### config.mk
export PLATFORM = sky130hd
export DESIGN_NAME = pbs_turn_ctrl
export DESIGN_NICKNAME = d
export VERILOG_FILES = /design/src/rtl/pbs_pkg.sv /design/src/rtl/pbs_edge_det.sv /design/src/rtl/pbs_turn_ctrl.sv
export SDC_FILE = /design/constraint.sdc
export NUM_CORES = 1
export LEC_CHECK = 0
export ABC_CLOCK_PERIOD_IN_PS = 3100
export CAP_MARGIN = 0
export CORE_ASPECT_RATIO = 0.6
export CORE_UTILIZATION = 45
export DETAILED_ROUTE_END_ITERATION = 8
export PLACE_DENSITY_LB_ADDON = 0.15
export SETUP_SLACK_MARGIN = 0.2
export SYNTH_ARGS = -nofsm -noshare
export SYNTH_HDL_FRONTEND = slang
export SYNTH_SLANG_ARGS = --single-unit
### constraint.sdc
create_clock -name clk -period 3.1 [get_ports clk]
set_input_delay 0.465 -clock clk [delete_from_list [all_inputs] [get_ports clk]]
set_output_delay 0.465 -clock clk [all_outputs]
set_load 0.1 [all_outputs]
### src/rtl/pbs_pkg.sv
// Shared types and constants for the pbs turn sequencer.
// Optional idle auto-move is enabled by defining PBS_TURN_TIMEOUT_EN.
package pbs_pkg;

    localparam int unsigned HP_W   = 5;
    localparam int unsigned MOVE_W = 2;

    localparam logic ACT_PLAYER = 1'b0;
    localparam logic ACT_AI     = 1'b1;
    localparam logic TGT_PLAYER = 1'b0;
    localparam logic TGT_AI     = 1'b1;

    typedef enum logic [3:0] {
        IDLE,
        P_SETTLE,
        P_APPLY,
        P_CHECK,
        AI_ROLL,
        AI_SETTLE,
        AI_APPLY,
        AI_CHECK,
        OVER
    } state_e;

    // Bits needed to hold a down-count that starts at max_val-1.
    function automatic int unsigned cnt_width(input int unsigned max_val);
        return (max_val < 2) ? 1 : $clog2(max_val);
    endfunction

endpackage

### src/rtl/pbs_edge_det.sv
// Synchronous rising-edge detector; rise_o is high in the cycle d_i first reads 1.
module pbs_edge_det (
    input  logic clk,
    input  logic rst,
    input  logic d_i,
    output logic rise_o
);

    logic d_q;

    always_ff @(posedge clk) begin
        if (!rst) begin
            d_q <= 1'b0;
        end else begin
            d_q <= d_i;
        end
    end

    assign rise_o = d_i & ~d_q;

endmodule

### src/rtl/pbs_turn_ctrl.sv
// Turn sequencer driving the pbs_dp battle datapath: player attack, win check, AI attack, loss check.
// Define PBS_TURN_TIMEOUT_EN to auto-start a turn with move 0 after TIMEOUT_CYCLES idle cycles.
module pbs_turn_ctrl #(
    parameter int unsigned HP_W           = 5,
    parameter int unsigned SETTLE_CYCLES  = 2,
    parameter int unsigned ROLL_CYCLES    = 4,
    parameter int unsigned TIMEOUT_CYCLES = 1000000
) (
    input  logic            clk,
    input  logic            rst,
    input  logic            go,
    input  logic [1:0]      p_move_sel,
    input  logic [HP_W-1:0] p_hp,
    input  logic [HP_W-1:0] AI_hp,
    output logic [1:0]      p_move,
    output logic            actr,
    output logic            target,
    output logic            app_dmg,
    output logic            stop,
    output logic            busy,
    output logic            p_win,
    output logic            ai_win,
    output logic [4:0]      turn_cnt
);

    import pbs_pkg::*;

    localparam int unsigned SR_MAX = (SETTLE_CYCLES > ROLL_CYCLES) ? SETTLE_CYCLES : ROLL_CYCLES;
`ifdef PBS_TURN_TIMEOUT_EN
    localparam int unsigned WAIT_MAX = (TIMEOUT_CYCLES > SR_MAX) ? TIMEOUT_CYCLES : SR_MAX;
`else
    localparam int unsigned WAIT_MAX = SR_MAX;
`endif
    localparam int unsigned CNT_W = cnt_width(WAIT_MAX);

    localparam logic [CNT_W-1:0] SETTLE_LOAD = CNT_W'(SETTLE_CYCLES - 1);
    localparam logic [CNT_W-1:0] ROLL_LOAD   = CNT_W'(ROLL_CYCLES - 1);
`ifdef PBS_TURN_TIMEOUT_EN
    localparam logic [CNT_W-1:0] IDLE_LOAD   = CNT_W'(TIMEOUT_CYCLES - 1);
`else
    localparam logic [CNT_W-1:0] IDLE_LOAD   = '0;
`endif

    if (SETTLE_CYCLES < 2 || ROLL_CYCLES < 1 || TIMEOUT_CYCLES < 1) begin : g_bad_param
        $error("pbs_turn_ctrl: SETTLE_CYCLES must be >= 2, ROLL/TIMEOUT_CYCLES >= 1");
    end

    state_e             state_q;
    logic [CNT_W-1:0]   cnt_q;
    logic [MOVE_W-1:0]  p_move_q;
    logic               actr_q;
    logic               target_q;
    logic               app_dmg_q;
    logic               stop_q;
    logic               busy_q;
    logic               p_win_q;
    logic               ai_win_q;
    logic [4:0]         turn_cnt_q;
    logic               go_rise;
    logic               start;
    logic [MOVE_W-1:0]  start_move;

    pbs_edge_det u_go_edge (
        .clk    (clk),
        .rst    (rst),
        .d_i    (go),
        .rise_o (go_rise)
    );

    // A real go edge always wins over an expiring idle timeout.
    always_comb begin
        start      = go_rise;
        start_move = p_move_sel;
`ifdef PBS_TURN_TIMEOUT_EN
        if (!go_rise && cnt_q == '0) begin
            start      = 1'b1;
            start_move = '0;
        end
`endif
    end

    always_ff @(posedge clk) begin
        if (!rst) begin
            state_q    <= IDLE;
            cnt_q      <= IDLE_LOAD;
            p_move_q   <= '0;
            actr_q     <= ACT_PLAYER;
            target_q   <= TGT_PLAYER;
            app_dmg_q  <= 1'b0;
            stop_q     <= 1'b1;
            busy_q     <= 1'b0;
            p_win_q    <= 1'b0;
            ai_win_q   <= 1'b0;
            turn_cnt_q <= '0;
        end else begin
            case (state_q)
                IDLE: begin
                    if (start && state_q == IDLE) begin
                        p_move_q <= start_move;
                        actr_q   <= ACT_PLAYER;
                        target_q <= TGT_AI;
                        busy_q   <= 1'b1;
                        cnt_q    <= SETTLE_LOAD;
                        state_q  <= P_SETTLE;
                    end else if (cnt_q != '0) begin
                        cnt_q <= cnt_q - 1'b1;
                    end
                end
                P_SETTLE: begin
                    if (cnt_q == '0) begin
                        app_dmg_q <= 1'b1;
                        state_q   <= P_APPLY;
                    end else begin
                        cnt_q <= cnt_q - 1'b1;
                    end
                end
                P_APPLY: begin
                    app_dmg_q <= 1'b0;
                    state_q   <= P_CHECK;
                end
                P_CHECK: begin
                    if (AI_hp == '0) begin
                        p_win_q <= 1'b1;
                        busy_q  <= 1'b0;
                        state_q <= OVER;
                    end else begin
                        stop_q  <= 1'b0;
                        cnt_q   <= ROLL_LOAD;
                        state_q <= AI_ROLL;
                    end
                end
                AI_ROLL: begin
                    if (cnt_q == '0) begin
                        stop_q   <= 1'b1;
                        actr_q   <= ACT_AI;
                        target_q <= TGT_PLAYER;
                        cnt_q    <= SETTLE_LOAD;
                        state_q  <= AI_SETTLE;
                    end else begin
                        cnt_q <= cnt_q - 1'b1;
                    end
                end
                AI_SETTLE: begin
                    if (cnt_q == '0) begin
                        app_dmg_q <= 1'b1;
                        state_q   <= AI_APPLY;
                    end else begin
                        cnt_q <= cnt_q - 1'b1;
                    end
                end
                AI_APPLY: begin
                    app_dmg_q <= 1'b0;
                    state_q   <= AI_CHECK;
                end
                AI_CHECK: begin
                    busy_q <= 1'b0;
                    if (p_hp == '0) begin
                        ai_win_q <= 1'b1;
                        state_q  <= OVER;
                    end else begin
                        if (turn_cnt_q != 5'd31) begin
                            turn_cnt_q <= turn_cnt_q + 5'd1;
                        end
                        actr_q  <= ACT_PLAYER;
                        cnt_q   <= IDLE_LOAD;
                        state_q <= IDLE;
                    end
                end
                OVER: begin
                    app_dmg_q <= 1'b0;
                    stop_q    <= 1'b1;
                    busy_q    <= 1'b0;
                end
                default: begin
                    state_q <= IDLE;
                end
            endcase
        end
    end

    assign p_move   = p_move_q;
    assign actr     = actr_q;
    assign target   = target_q;
    assign app_dmg  = app_dmg_q;
    assign stop     = stop_q;
    assign busy     = busy_q;
    assign p_win    = p_win_q;
    assign ai_win   = ai_win_q;
    assign turn_cnt = turn_cnt_q;

endmodule

# Yosys cells after proc, flatten, opt, wreduce, memory -nomap -nowiden
# Index checks and enable logic that the tools add are counted.
# totals
ff_bits	21
latchBits	0
ramBits	0
rom_bits	0
in_bits	15
output_inout_bits	14
elab_cells	89
mem_count	0
# classes
addsub	2
n_mul	0
div	0
n_lt_le_gt_ge	0
eq_ne	19
shifts	0
mux	26
n_bitwise	4
n_reduce_logical	26
# ops
operator	count
$pmux 4 s9	1
$mux 4	6
$eq 4x3->1 const B	4
$ne 2x2->1 const B	7
$mux 2	6
$reduce_and 3->1	4
$logic_not 5->1	2
$pmux 2 s5	1
$reduce_and 5->1	2
$pmux 1 s3	3
$reduce_bool 3->1	3
$eq 4x2->1 const B	2
$reduce_and 2->1	4
$mux 1	7
$reduce_bool 2->1	3
$add 5x1->5 const B	1
$ne 5x5->1 const B	1
$reduce_bool 5->1	1
$eq 4x1->1 const B	1
$eq 4x4->1 const B	1
$logic_not 4->1	1
$ne 2x1->1 const B	2
$pmux 1 s2	2
$reduce_and 4->1	1
other kinds (8)	11

# Logic depth before layout (Yosys ltp)
# depth
ltp_word	5
mapped_depth	7
depth_no_buf	7

# By module
# Synthesis repeated with hierarchy kept, for this count alone.
# hier_totals
cells_unflattened	125
area_unflattened_um2	1221.2
# by_module_without_submodules
module	instances	cells_per_inst	area_each_um2	seq_area_each_um2
pbs_turn_ctrl	1	122	1181.1	400.4
pbs_edge_det	1	3	40.0	20.0

# Worst setup path before layout
# Ideal clock, no wire load.
# synth_timing
kind	reg-to-reg
from	register turn_cnt_q[0] (netlist: turn_cnt[0])
to	register turn_cnt_q[3] (netlist: turn_cnt[3])
setup_ps	115
arrival_time_ps	2264
path_slack_ps	721
stages_incl_launch_ff	8
synth_period_minus_slack_ps	2379
path_cell_list	dfxtp_1 > ha_1 > and3_1 > ha_1 > a2111oi_4 > nand4_1 > xnor2_1 > and2_1
# synth_between
elab_chain_cells	2
elab_cells_between_ends	3
# synth_rtl
element	line_no	source
start: declaration	pbs_turn_ctrl.sv:58	logic [4:0] turn_cnt_q;
start signal: assignment	pbs_turn_ctrl.sv:162	turn_cnt_q <= turn_cnt_q + 5'd1;
branches (longest 2 deep; another with $add 5x1->5)	-	
# Parallel ways; which one is timed is not known.
# A chain may end at the register's enable or synchronous reset.

# Worst setup path after layout
# layout_timing
from	register state_q[0]
to	register turn_cnt_q[3] (netlist: turn_cnt[3])
# layout_between
elab_chain_cells	2
# layout_rtl
element	line_no	source
start: declaration	pbs_turn_ctrl.sv:48	state_e state_q;
start signal: assignment	pbs_turn_ctrl.sv:84	state_q <= IDLE;
start signal: assignment	pbs_turn_ctrl.sv:104	state_q <= P_SETTLE;
start signal: assignment	pbs_turn_ctrl.sv:112	state_q <= P_APPLY;
$eq 4x3->1	pbs_turn_ctrl.sv:96	case (state_q)
$reduce_and 3->1 (no line)	-	
# No other way between the ends.

==> implementation parameters <==
Parameter                              Value

Pwr
  Internal Dissipation ... approximately 0.56 mW
  Net switching component of the power ... roughly 0.44 mW
  PnR Total Power ... between 0.9 and 1 mW
  PwrDens ... between 600 and 700 nW/µm²
  Portion of total power attributed to sequential cells ... 0.370
  Combinational fraction of design power ... 0.446
  Net Sw Frac ... 0.442
  P_leak ... 0.599 nW
  Peak supply drop ... 0.382 mV
  Clock network power share ... 0.184

Floorplan
  CORE AREA ... 2280 µm²
  IO Count ... 29
  Floorplan die width ... 67.2 µm
  Effective utilization at floorplan ... 0.503
  Die Area ... between 2000 and 3000 µm²
  Num rows ... 13
  Height of the die ... about 41 µm

Worst setup path
  Master of the slowest instance on the critical path ... sky130_fd_sc_hd__dfxtp_1
  Critical Setup Path Class ... flip-flop to flip-flop
  Largest fanout on the critical path ... 16
  CP arrival ... 2.17 ns
  CP startpoint kind ... flip-flop
  Chain of cells forming the critical path ... nand2_2 -> a2111oi_4 -> nand4_1 -> xnor2_1 -> and2_1
  Source of the critical timing path ... state_q[0]
  Reg-to-reg startpoint ... state_q[0]
  Critical path endpoint category ... flip-flop
  Top delay family on crit path ... flip-flops
  Crit path required time ... around 3.3 ns
  Crit path buffers/inverters ... 0
  Worst path max stage delay ... 0.63 ns

Detailed routing
  Number of antenna-violating nets in the routed design ... 0
  Post-detailed-route DRC marker count ... 0
  DR vias ... ~1100
  Detailed router's first-iteration violation count ... 80
  WL per Instance ... between 10 and 15 µm
  Routed vias/inst ... roughly 5.6
  Post-Route WL ... approximately 2.7 mm
  Router iterations before antenna repair ... 4

Clock tree
  TritonCTS Buffers ... 3
  Num Clock Sinks ... 21
  Clock slew at reported path FFs ... 0.08 ns
  Source-to-sink clock delay at the later pin of the worst-skew pair ... about 0.26 ns
  Post-CTS setup buffer count ... 0
  Clock tree from TritonCTS ... yes
  Post-CTS sizing ... 0
  H-tree level count ... 1
  Buffer depth of the longest clock path ... 2
  Number of hold buffers added after cts ... 0
  CTS Root Buffer Type ... sky130_fd_sc_hd__clkbuf_8

Cells and area
  Design Area, Final ... between 1000 and 1500 µm²
  Area added between synthesis and finish ... 26.9%
  Total number of nets in the final design ... 181
  Final Util ... 0.638
  Fraction of final layout cells sized beyond drive strength 1 ... 0.155
  Final antenna diode count ... 0
  Post-Layout Cell Count ... 191

STA
  Number of failing hold endpoints at the final stage ... 0
  Largest clock skew in the final design ... around 0.0047 ns
  Measured slew at the worst slew-check pin ... around 0.63 ns
  Final-report max-slew violation count ... 0
  Aggregate negative setup slack ... 0 ns
  Crit path setup slack, layout ... 1.09 ns
  Maximum clock rate ... approximately 500 MHz
  RSZ-0062 raised after global routing ... false
  Min cycle time layout ... between 2 and 2.5 ns
  Normalized max-slew margin ... 0.579
  Final setup violation count ... 0
  Final worst-path cycle share ... 0.648
  Worst hold-check slack ... 0.475 ns

Yosys
  Cell types occupying the most area after synthesis ... sky130_fd_sc_hd__dfxtp_1 37%, sky130_fd_sc_hd__o21ai_0 4.8%, sky130_fd_sc_hd__ha_1 4.4%
  Number of distinct library cells after synthesis ... 42
  Post-synth top area share ... 0.367
  Post-Syn Area per Cell ... 8.49 µm²
  Post-synthesis register bit count ... 21
  Syn Inst Count ... roughly 140
  Asr flop ratio synth ... 0
  Cell type with the highest aggregate area in the netlist ... sky130_fd_sc_hd__dfxtp_1
  Post-synthesis net count ... 154
  Post-synth top flop ... sky130_fd_sc_hd__dfxtp_1
  Cell with the most instances after synthesis ... sky130_fd_sc_hd__dfxtp_1
  Syn. warnings ... 0
  Most common library cells after synthesis ... 21 x sky130_fd_sc_hd__dfxtp_1, 11 x sky130_fd_sc_hd__nor2_1, 11 x sky130_fd_sc_hd__o21ai_0, 8 x sky130_fd_sc_hd__nand2_1, 8 x sky130_fd_sc_hd__nor2b_1
  Share of synthesized area occupied by flip-flops and latches ... 0.367
  Number of synthesized flops with an enable pin ... 0
  Post-Synthesis Cell Area ... between 1000 and 1500 µm²

GRT
  Number of global-route vias before repair ... 836
  Largest net degree at the start of global routing ... 22
  Antenna violations before repair ... 0
  Total congestion overflow after global routing ... 0
  All-layer global routing usage ... 0.211
  First-pass GRT wire length ... around 4 mm

Placement
  Weighted congestion at the end of routability-driven global placement ... 0.921
  Post-detail-place hpwl ... roughly 2.0 mm
  Area of placed instances ... 1410 µm²
  Total placed cells including tap cells ... ~190
  # port buffers ... 28
  Worst-case setup slack after placement ... about 0.86 ns

Worst hold path
  Path class of the lowest-slack min-delay path ... flip-flop to flip-flop
  Startpoint of the tightest hold check path ... p_win

Status
  Result of the run ... finished, final reports clean

Flow run
  Max capacitance violation total ... 0
==> state kept, by name (all words and copies together), names as in the netlist <==
name,count
target,1
state_q,4
ai_win,1
turn_cnt,5
p_move,2
app_dmg,1
stop,1
p_win,1
actr,1
busy,1
cnt_q,2
u_go_edge.d_q,1
==> per-layer routing <==
layer	routed length (µm)	up-vias	global-route usage
li1	-	537	-
met1	1340	492	0.292
met2	1100	37	0.305
met3	194	5	0.0667
met4	32	0	0.0798
met5	0	-	0
==> worst paths after layout <==
check | endpoint | slack [ns] | cells past startpoint
min reg2reg | p_win | 0.48 | 1
max reg2reg | turn_cnt[3] | 1.09 | 5
min | p_win | 0.48 | 1
max | turn_cnt[3] | 1.09 | 5
==> area by class of cell <==
cell class	instances	area, µm²
well taps	30	37.5
fillers	191	823
multi-input cells	100	672
inverters	7	26.3
repair buffers	29	253
clock buffers	4	45.0
flip-flops and latches	21	420
==> layout by cell type, fill, tap and decap left out, types with 4 or more instances in the layout <==
master                            synthesis  layout
sky130_fd_sc_hd__dfxtp_1                 21      21
sky130_fd_sc_hd__and2_1                   4       4
sky130_fd_sc_hd__o21ai_0                 11      11
sky130_fd_sc_hd__nor2_1                  11      11
sky130_fd_sc_hd__buf_4                    0      15
sky130_fd_sc_hd__mux2i_1                  4       4
sky130_fd_sc_hd__clkdlybuf4s50_1          0      14
sky130_fd_sc_hd__nand2_1                  8       8
sky130_fd_sc_hd__ha_1                     4       4
sky130_fd_sc_hd__a21oi_1                  7       7
sky130_fd_sc_hd__inv_1                    7       7
sky130_fd_sc_hd__nor2b_1                  8       8
==> power groups by stage <==
| stage | clock network (mW) | logic, mW | registers [mW] |
|---|---|---|---|
| finish | 0.183 | 0.443 | 0.368 |
| global route | 0.199 | 0.480 | 0.378 |
| CTS | 0.186 | 0.442 | 0.367 |
| detailed placement | 0 | 0.440 | 0.374 |
| global placement | 0 | 0.433 | 0.372 |
| floorplan | 0 | 0.230 | 0.482 |
==> logic make-up after synthesis <==
kind of cell / synth area share
flops: 0.367
buf+inv: 0.0469
simple gates: 0.277
fa+ha+maj: 0.0437
xor+xnor: 0.0229
mux: 0.0349
compound gates: 0.207
Power figures use the tool's default switching activity.
